## config.mk

```make
export PLATFORM = sky130hd
export DESIGN_NAME = u2_to_onehot_encoder
export DESIGN_NICKNAME = d
export VERILOG_FILES = /design/src/rtl/u2_to_onehot_encoder_pkg.sv /design/src/rtl/u2_to_onehot_encoder_comb.sv /design/src/rtl/u2_to_onehot_encoder.sv
export SDC_FILE = /design/constraint.sdc
export NUM_CORES = 1
export LEC_CHECK = 0
export CORE_UTILIZATION = 56
export CTS_BUF_LIST = sky130_fd_sc_hd__clkbuf_2
export CTS_CLUSTER_DIAMETER = 80
export DETAILED_ROUTE_END_ITERATION = 6
export PLACE_DENSITY = 0.81
export SLEW_MARGIN = 20
export SYNTH_ARGS = -nofsm -noshare
export SYNTH_HDL_FRONTEND = slang
export SYNTH_HIERARCHICAL = 1
export SYNTH_SLANG_ARGS = --single-unit
```

## constraint.sdc

```tcl
create_clock -name i_CLK -period 2.6 [get_ports i_CLK]
set_clock_uncertainty 0.1 [all_clocks]
set_input_delay 0.78 -clock i_CLK [delete_from_list [all_inputs] [get_ports i_CLK]]
set_output_delay 0.78 -clock i_CLK [all_outputs]
set_load 0.005 [all_outputs]
```

## src/rtl/u2_to_onehot_encoder_pkg.sv

```systemverilog
// Shared definitions for the binary-to-one-hot streaming encoder.
// State encoding matches the pipeline-register FSM so both can share debug decoders.
package u2_to_onehot_encoder_pkg;

    typedef logic [1:0] state_t;

    localparam state_t S_EMPTY = 2'b00;
    localparam state_t S_ONE   = 2'b01;
    localparam state_t S_FULL  = 2'b11;

    // Only the three named codes are legal; 2'b10 is recovered to S_EMPTY.
    function automatic logic state_is_legal(input state_t s);
        return (s == S_EMPTY) || (s == S_ONE) || (s == S_FULL);
    endfunction

endpackage

```

## src/rtl/u2_to_onehot_encoder_comb.sv

```systemverilog
// Purely combinational encoder: code v -> bit v of a 2*LEN one-hot vector,
// with err raised (and the vector all-zero) when v >= 2*LEN.
module u2_to_onehot_comb #(
    parameter int WIDTH = 4,
    parameter int LEN   = 8
) (
    input  logic [WIDTH-1:0]   code,
    output logic [2*LEN-1:0]   onehot,
    output logic               err
);

    // 2*LEN fits in WIDTH+1 bits because 2*LEN <= 2**WIDTH is enforced below.
    localparam logic [WIDTH:0] LIMIT = (WIDTH + 1)'(2 * LEN);

    generate
        if (2 * LEN > (1 << WIDTH)) begin : g_bad_params
            $error("u2_to_onehot_comb: 2*LEN must not exceed 2**WIDTH");
        end
    endgenerate

    genvar gi;
    generate
        for (gi = 0; gi < 2 * LEN; gi++) begin : g_bit
            assign onehot[gi] = (code == WIDTH'(gi));
        end
    endgenerate

    assign err = ({1'b0, code} >= LIMIT);

endmodule

```

## src/rtl/u2_to_onehot_encoder.sv

```systemverilog
// Streaming binary-to-one-hot encoder with READY/VALID on both sides and a
// two-entry skid buffer (main register drives the outputs, skid absorbs one stall).
module u2_to_onehot_encoder
    import u2_to_onehot_encoder_pkg::*;
#(
    parameter int WIDTH = 4,
    parameter int LEN   = 8
) (
    input  logic             i_CLK,
    input  logic             i_RSTn,
    input  logic             i_VALID,
    output logic             o_READY,
    input  logic [WIDTH-1:0] i_D,
    output logic             o_VALID,
    input  logic             i_READY,
    output logic [LEN-1:0]   o_a_oh,
    output logic [LEN-1:0]   o_b_oh,
    output logic             o_err
);

    localparam int WORD_W = 2 * LEN + 1;

    logic [2*LEN-1:0]  enc_oh;
    logic              enc_err;
    logic [WORD_W-1:0] enc_word;

    state_t            state_reg, state_next;
    logic [WORD_W-1:0] main_reg, main_next;
    logic [WORD_W-1:0] skid_reg, skid_next;

    logic accept;
    logic emit;

    u2_to_onehot_comb #(
        .WIDTH (WIDTH),
        .LEN   (LEN)
    ) u_comb (
        .code   (i_D),
        .onehot (enc_oh),
        .err    (enc_err)
    );

    // Stored word layout: {err, b_half, a_half}.
    assign enc_word = {enc_err, enc_oh};

    // Handshake outputs depend on state only, never on the other side's signals.
    assign o_READY = (state_reg == S_EMPTY) || (state_reg == S_ONE);
    assign o_VALID = (state_reg == S_ONE)   || (state_reg == S_FULL);

    assign accept = i_VALID & o_READY;
    assign emit   = o_VALID & i_READY;

    always_comb begin
        state_next = state_reg;
        main_next  = main_reg;
        skid_next  = skid_reg;
        if (!state_is_legal(state_reg)) begin
            state_next = S_EMPTY;
        end else begin
            case (state_reg)
                S_EMPTY: begin
                    if (accept) begin
                        main_next  = enc_word;
                        state_next = S_ONE;
                    end
                end
                S_ONE: begin
                    if (accept && emit) begin
                        main_next  = enc_word;
                    end else if (accept) begin
                        skid_next  = enc_word;
                        state_next = S_FULL;
                    end else if (emit) begin
                        state_next = S_EMPTY;
                    end
                end
                S_FULL: begin
                    if (emit) begin
                        main_next  = skid_reg;
                        state_next = S_ONE;
                    end
                end
                default: begin
                    state_next = S_EMPTY;
                end
            endcase
        end
    end

    always_ff @(posedge i_CLK or negedge i_RSTn) begin
        if (!i_RSTn) begin
            state_reg <= S_EMPTY;
            main_reg  <= '0;
            skid_reg  <= '0;
        end else begin
            state_reg <= state_next;
            main_reg  <= main_next;
            skid_reg  <= skid_next;
        end
    end

    assign o_a_oh = main_reg[LEN-1:0];
    assign o_b_oh = main_reg[2*LEN-1:LEN];
    assign o_err  = main_reg[2*LEN];

endmodule

```

# Word level (Yosys, flattened, before mapping)
# Index checks and enable logic that the tools add are counted.
[classes]
n_eq_ne = 24
reduce_logical = 10
bitwise_logic = 3
n_mux = 11
[op_table]
columns = ["operator", "n"]
rows = [
  ["$mux 17", 3],
  ["$pmux 17 s3", 1],
  ["$eq 4x4->1 const B", 8],
  ["$eq 4x3->1 const B", 4],
  ["$mux 2", 6],
  ["$ne 3x3->1 const B", 3],
  ["$eq 4x2->1 const B", 2],
  ["$reduce_and 4->1", 2],
  ["$pmux 2 s3", 1],
  ["$reduce_and 5->1", 1],
  ["$eq 4x1->1 const B", 1],
  ["$logic_not 4->1", 1],
  ["$ne 2x2->1 const B", 2],
  ["$ne 4x4->1 const B", 1],
  ["$logic_or 1x1->1", 3],
  ["$reduce_bool 3->1", 1],
  ["$and 1x1->1", 2],
  ["$eq 2x1->1 const B", 1],
  ["$eq 2x2->1 const B", 1],
  ["$logic_not 2->1", 1],
  ["$ne 2x1->1 const B", 1],
  ["$logic_and 1x1->1", 1],
  ["$not 1->1", 1],
]
[word_totals]
register_bits = 35
wordCells = 51
inputBits = 8
out_inout_bits = 19

# Longest topological paths before layout
[depth]
depth_word = 8
mapped_depth = 7
depth_no_buf = 6

# Modules after synthesis
# Netlist, hierarchy kept.
[by_module_without_submodules]
columns = ["mod", "area_each_um2", "seq_area_each_um2", "n_inst", "cells_each"]
rows = [
  ["u2_to_onehot_encoder", 1691.6, 900.9, 1, 133],
  ["u2_to_onehot_comb", 237.7, 0.0, 1, 22],
]

# Worst setup path before layout
# OpenSTA, ideal clock, no wires.
[synth_path]
path_kind = "input to register"
start = "input i_READY"
end = "register skid_reg[0]"
path_stages = 4
path_buffers = 1
setup_time_ns = 0.125
path_slack_ns = 0.715
t_arrival_ns = 1.660
t_required_ns = 2.375
cell_sequence = "inv_1 nand3_1 buf_2 mux2_2"
[synth_between]
elab_chain_len = 4
[synth_lines]
columns = ["item", "line", "rtl"]
rows = [
  ["start: declaration", "u2_to_onehot_encoder.sv:15", "input logic i_READY,"],
  ["$and 1x1->1", "u2_to_onehot_encoder.sv:51", "assign emit = o_VALID & i_READY;"],
  ["$logic_and 1x1->1", "u2_to_onehot_encoder.sv:68", "if (accept && emit) begin"],
  ["$not 1->1 (no line)", "n/a", ""],
  ["$reduce_and 4->1 (no line)", "n/a", ""],
  ["end signal: assignment", "u2_to_onehot_encoder.sv:98", "skid_reg <= skid_next;"],
  ["end: declaration", "u2_to_onehot_encoder.sv:29", "logic [WORD_W-1:0] skid_reg, skid_next;"],
]
# Every way passes these cells.
# A chain may end at the register's enable or synchronous reset.

# Final worst setup path
[layout_path]
start = "register state_reg[1]"
end = "output o_READY"
[layout_between]
elab_chain_len = 2
word_cells_on_any_way = 3
cone_classes = "eq/ne: 1; reduce/logical: 2"
[layout_lines]
columns = ["item", "line", "rtl"]
rows = [
  ["start: declaration", "u2_to_onehot_encoder.sv:27", "state_t state_reg, state_next;"],
  ["start signal: assignment", "u2_to_onehot_encoder.sv:96", "state_reg <= state_next;"],
  ["$eq 2x1->1 or $logic_not 2->1 (tied branches)", "u2_to_onehot_encoder.sv:47", "assign o_READY = (state_reg == S_EMPTY) || (state_reg == S_ONE);"],
  ["$logic_or 1x1->1 *", "u2_to_onehot_encoder.sv:47", ""],
  ["end: declaration", "u2_to_onehot_encoder.sv:12", "output logic o_READY,"],
]
# Mark *: on every way between the ends. The rest lies on a longest branch, timed or not.

==> run metrics <==
outcome complete, no violations; RSZ-0062 raised after global routing false; hold depth 1; Clock Sink Count 36; most frequent cells after synthesis dfrtp_1, mux2_2, mux2i_1; #FFs+latches synth 36; GRT overflow 0; CTS Root Buffer Type clkbuf_2; Reg2Reg Depth 7; most common cell in the netlist dfrtp_1; Clk pin slew, worst setup/hold paths around 0.16 ns; Yosys warnings 6; R2R Setup Slk 0.69 ns; Mapped Avg Cell Area 12.45 um^2; Die Y 60.70 um; post-DP HPWL roughly 2.3 mm; CTS tree yes; non-filler instance count after layout 226; Worst Hold End skid_reg[1]; vias in the first global route 1,248; power per cell area 1030 nW/um^2; sequential fraction of the synthesis area 0.4669; number of synthesized flops with an enable pin 0; vias 1,260; Setup-failing EPs final 0; share of layout cells above drive strength 1 0.3352; Max rail drop VDD between 0.0004 and 0.0005 V; IO buf count 26; cells after synthesis 155; Ports 27; leakage about 0.97 nW; Slew @ Worst Pin 0.5881 ns; Final Net Count slightly below 200; Crit Path Class reg2out; Die ar. 3684 um^2; diode count 0; DRC errors left 0; capturing point of the worst reg2reg path main_reg[8]; final hold vios 0; worst path bufs/invs 2; Synth Cell Area 1929 um^2; global-route wire length before repair between 5 and 6 mm; M2 GR Usage 0.3846; Top Usage Layer GRT met2; top cells by area, synth dfrtp_1, mux2_2, mux2i_1; floorplan core area 3153 um^2; Max Clk Rate 398.3 MHz; gr usage total 0.2196; Rel. slew slack 0.6067; RD Place Congestion 0.7079; cell taking the most area after synthesis dfrtp_1; CP endpoint kind primary output; H-Tree Level Count 2; CTS Buffer Depth 2; placed insts 218; vias per inst between 5 and 6; Max Slew Vio Count 0; CTS Buf Count 5; Unique masters post-synth 27; Initial Util 0.6119; crit start category flop; fin crit period 2.511 ns; Worst EP required around 1.7 ns; crit path DAT 1.63 ns; worst min path class reg2reg; net count after synthesis 167; critical-path cell list inv_1 > ha_2 > or2_4 > dlygate4sd2_1; # hold bufs at CTS 0; largest net degree at the start of global routing 37; routed len/inst 15.38 um; Final ANT Viol Nets 0; Period Utilization, post-route 0.9657; dominant synthesized flop cell dfrtp_1; DRT Wirelength 3.475 mm; Fin Setup TNS 0 ns; area delta synth->final 16.99%; antenna violations before repair 0; slowest CP cell dfrtp_1; hold slack 0.4262 ns; FP Rows 20; CP max FO 5; TritonRoute pass-1 iters 4; Clock Latency Late Sink 0.37 ns; max-cap violations 0; critical path's top delay family flip-flops; GR Layer Usage met1 0.2556; top-area cell type share of the netlist area 0.4669; First DRT Iteration DRCs 60; Async SR Flop Fraction 1.000; die width 60.70 um; RR Startpoint state_reg[1]; GRT met3 Usage 0.07249; worst hold start skid_reg[1]; CP peak stage delay about 0.42 ns
[metrics by stage]
step | power [mW] | setup slack (ns) | util | area [um^2]
2_1_floorplan | 1.646 | 0.7151 | - | 1929
3_3_place_gp | 2.046 | 0.2822 | 0.7016 | 2212
3_5_place_dp | 2.105 | 0.1758 | 0.7016 | 2212
4_1_cts | 2.346 | 0.1062 | 0.7159 | 2257
5_1_grt | 2.495 | 0.002805 | 0.7159 | 2257
6_report | 2.325 | 0.08923 | 0.7159 | 2257
[power by group]
part,internal (mW),switching (mW)
registers,0.766,0.115
clock network,0.0641,0.170
logic,0.654,0.557
[final cells by class]
type                            count  area (um^2)
Clock buffer                        6        30.03
Clock inverter                      1        5.005
Fill cell                         243        895.9
Inverter                            4        15.01
Multi-Input combinational cell    104        930.9
Sequential cell                    36        900.9
Tap cell                           44        55.05
Timing Repair Buffer               31        320.3
[worst register-to-register path, cell delays in order, from the launching register on]
cell and delay (ns):
dfrtp_1 0.42, inv_1 0.10, ha_2 0.21, or2_4 0.26, a221oi_4 0.32, buf_12 0.25
nor2_1 0.08, a21oi_1 0.12
[cell usage in the layout (no fill, tap or decap), drive strengths merged]
master / count
a21oi: 20
a221oi: 1
and4: 1
and4b: 4
and4bb: 6
buf: 5
clkbuf: 6
clkdlybuf4s50: 24
clkinv: 1
conb: 1
dfrtp: 36
dlygate4sd2: 2
ha: 4
inv: 4
mux2: 18
mux2i: 17
nand2: 1
nand2b: 2
nand3: 1
nor2: 19
nor4: 1
nor4b: 4
o21ai: 1
or2: 2
or4: 1
[routing by layer]
metal / vias up / share of wire
met2: 21 / 0.53
met1: 634 / 0.43
met5: - / 0
met4: 0 / 0.0040
li1: 603 / -
met3: 2 / 0.036
[kinds of logic (layout without fill, tap and decap cells)]
| kind of cell | count (synthesis) | after routing | synth area share |
|---|---|---|---|
| simple gates | 42 | 42 | 0.1654 |
| mux | 35 | 35 | 0.1933 |
| buf+inv | 15 | 42 | 0.05317 |
| fa+ha+maj | 4 | 4 | 0.02594 |
| other cells | 1 | 1 | 0.001944 |
| flops | 36 | 36 | 0.4669 |
| compound gates | 22 | 22 | 0.09338 |
[worst max-delay path by stage]
stage,startpoint,to,slack (ns),cells past startpoint
finish,state_reg[1],o_READY,0.09,4
CTS,state_reg[0],o_READY,0.11,4
global placement,i_D[3],main_reg[8],0.28,4
detailed placement,i_D[3],main_reg[8],0.18,4
global route,state_reg[1],o_VALID,0.003,4
floorplan,i_READY,skid_reg[0],0.72,4
[repair_timing]
item / CTS / global route
gates resized for setup: 4 / 0
buffers inserted: 1 / 0
endpoints found under the setup margin: 2 / 0
Power figures use the tool's default switching activity.
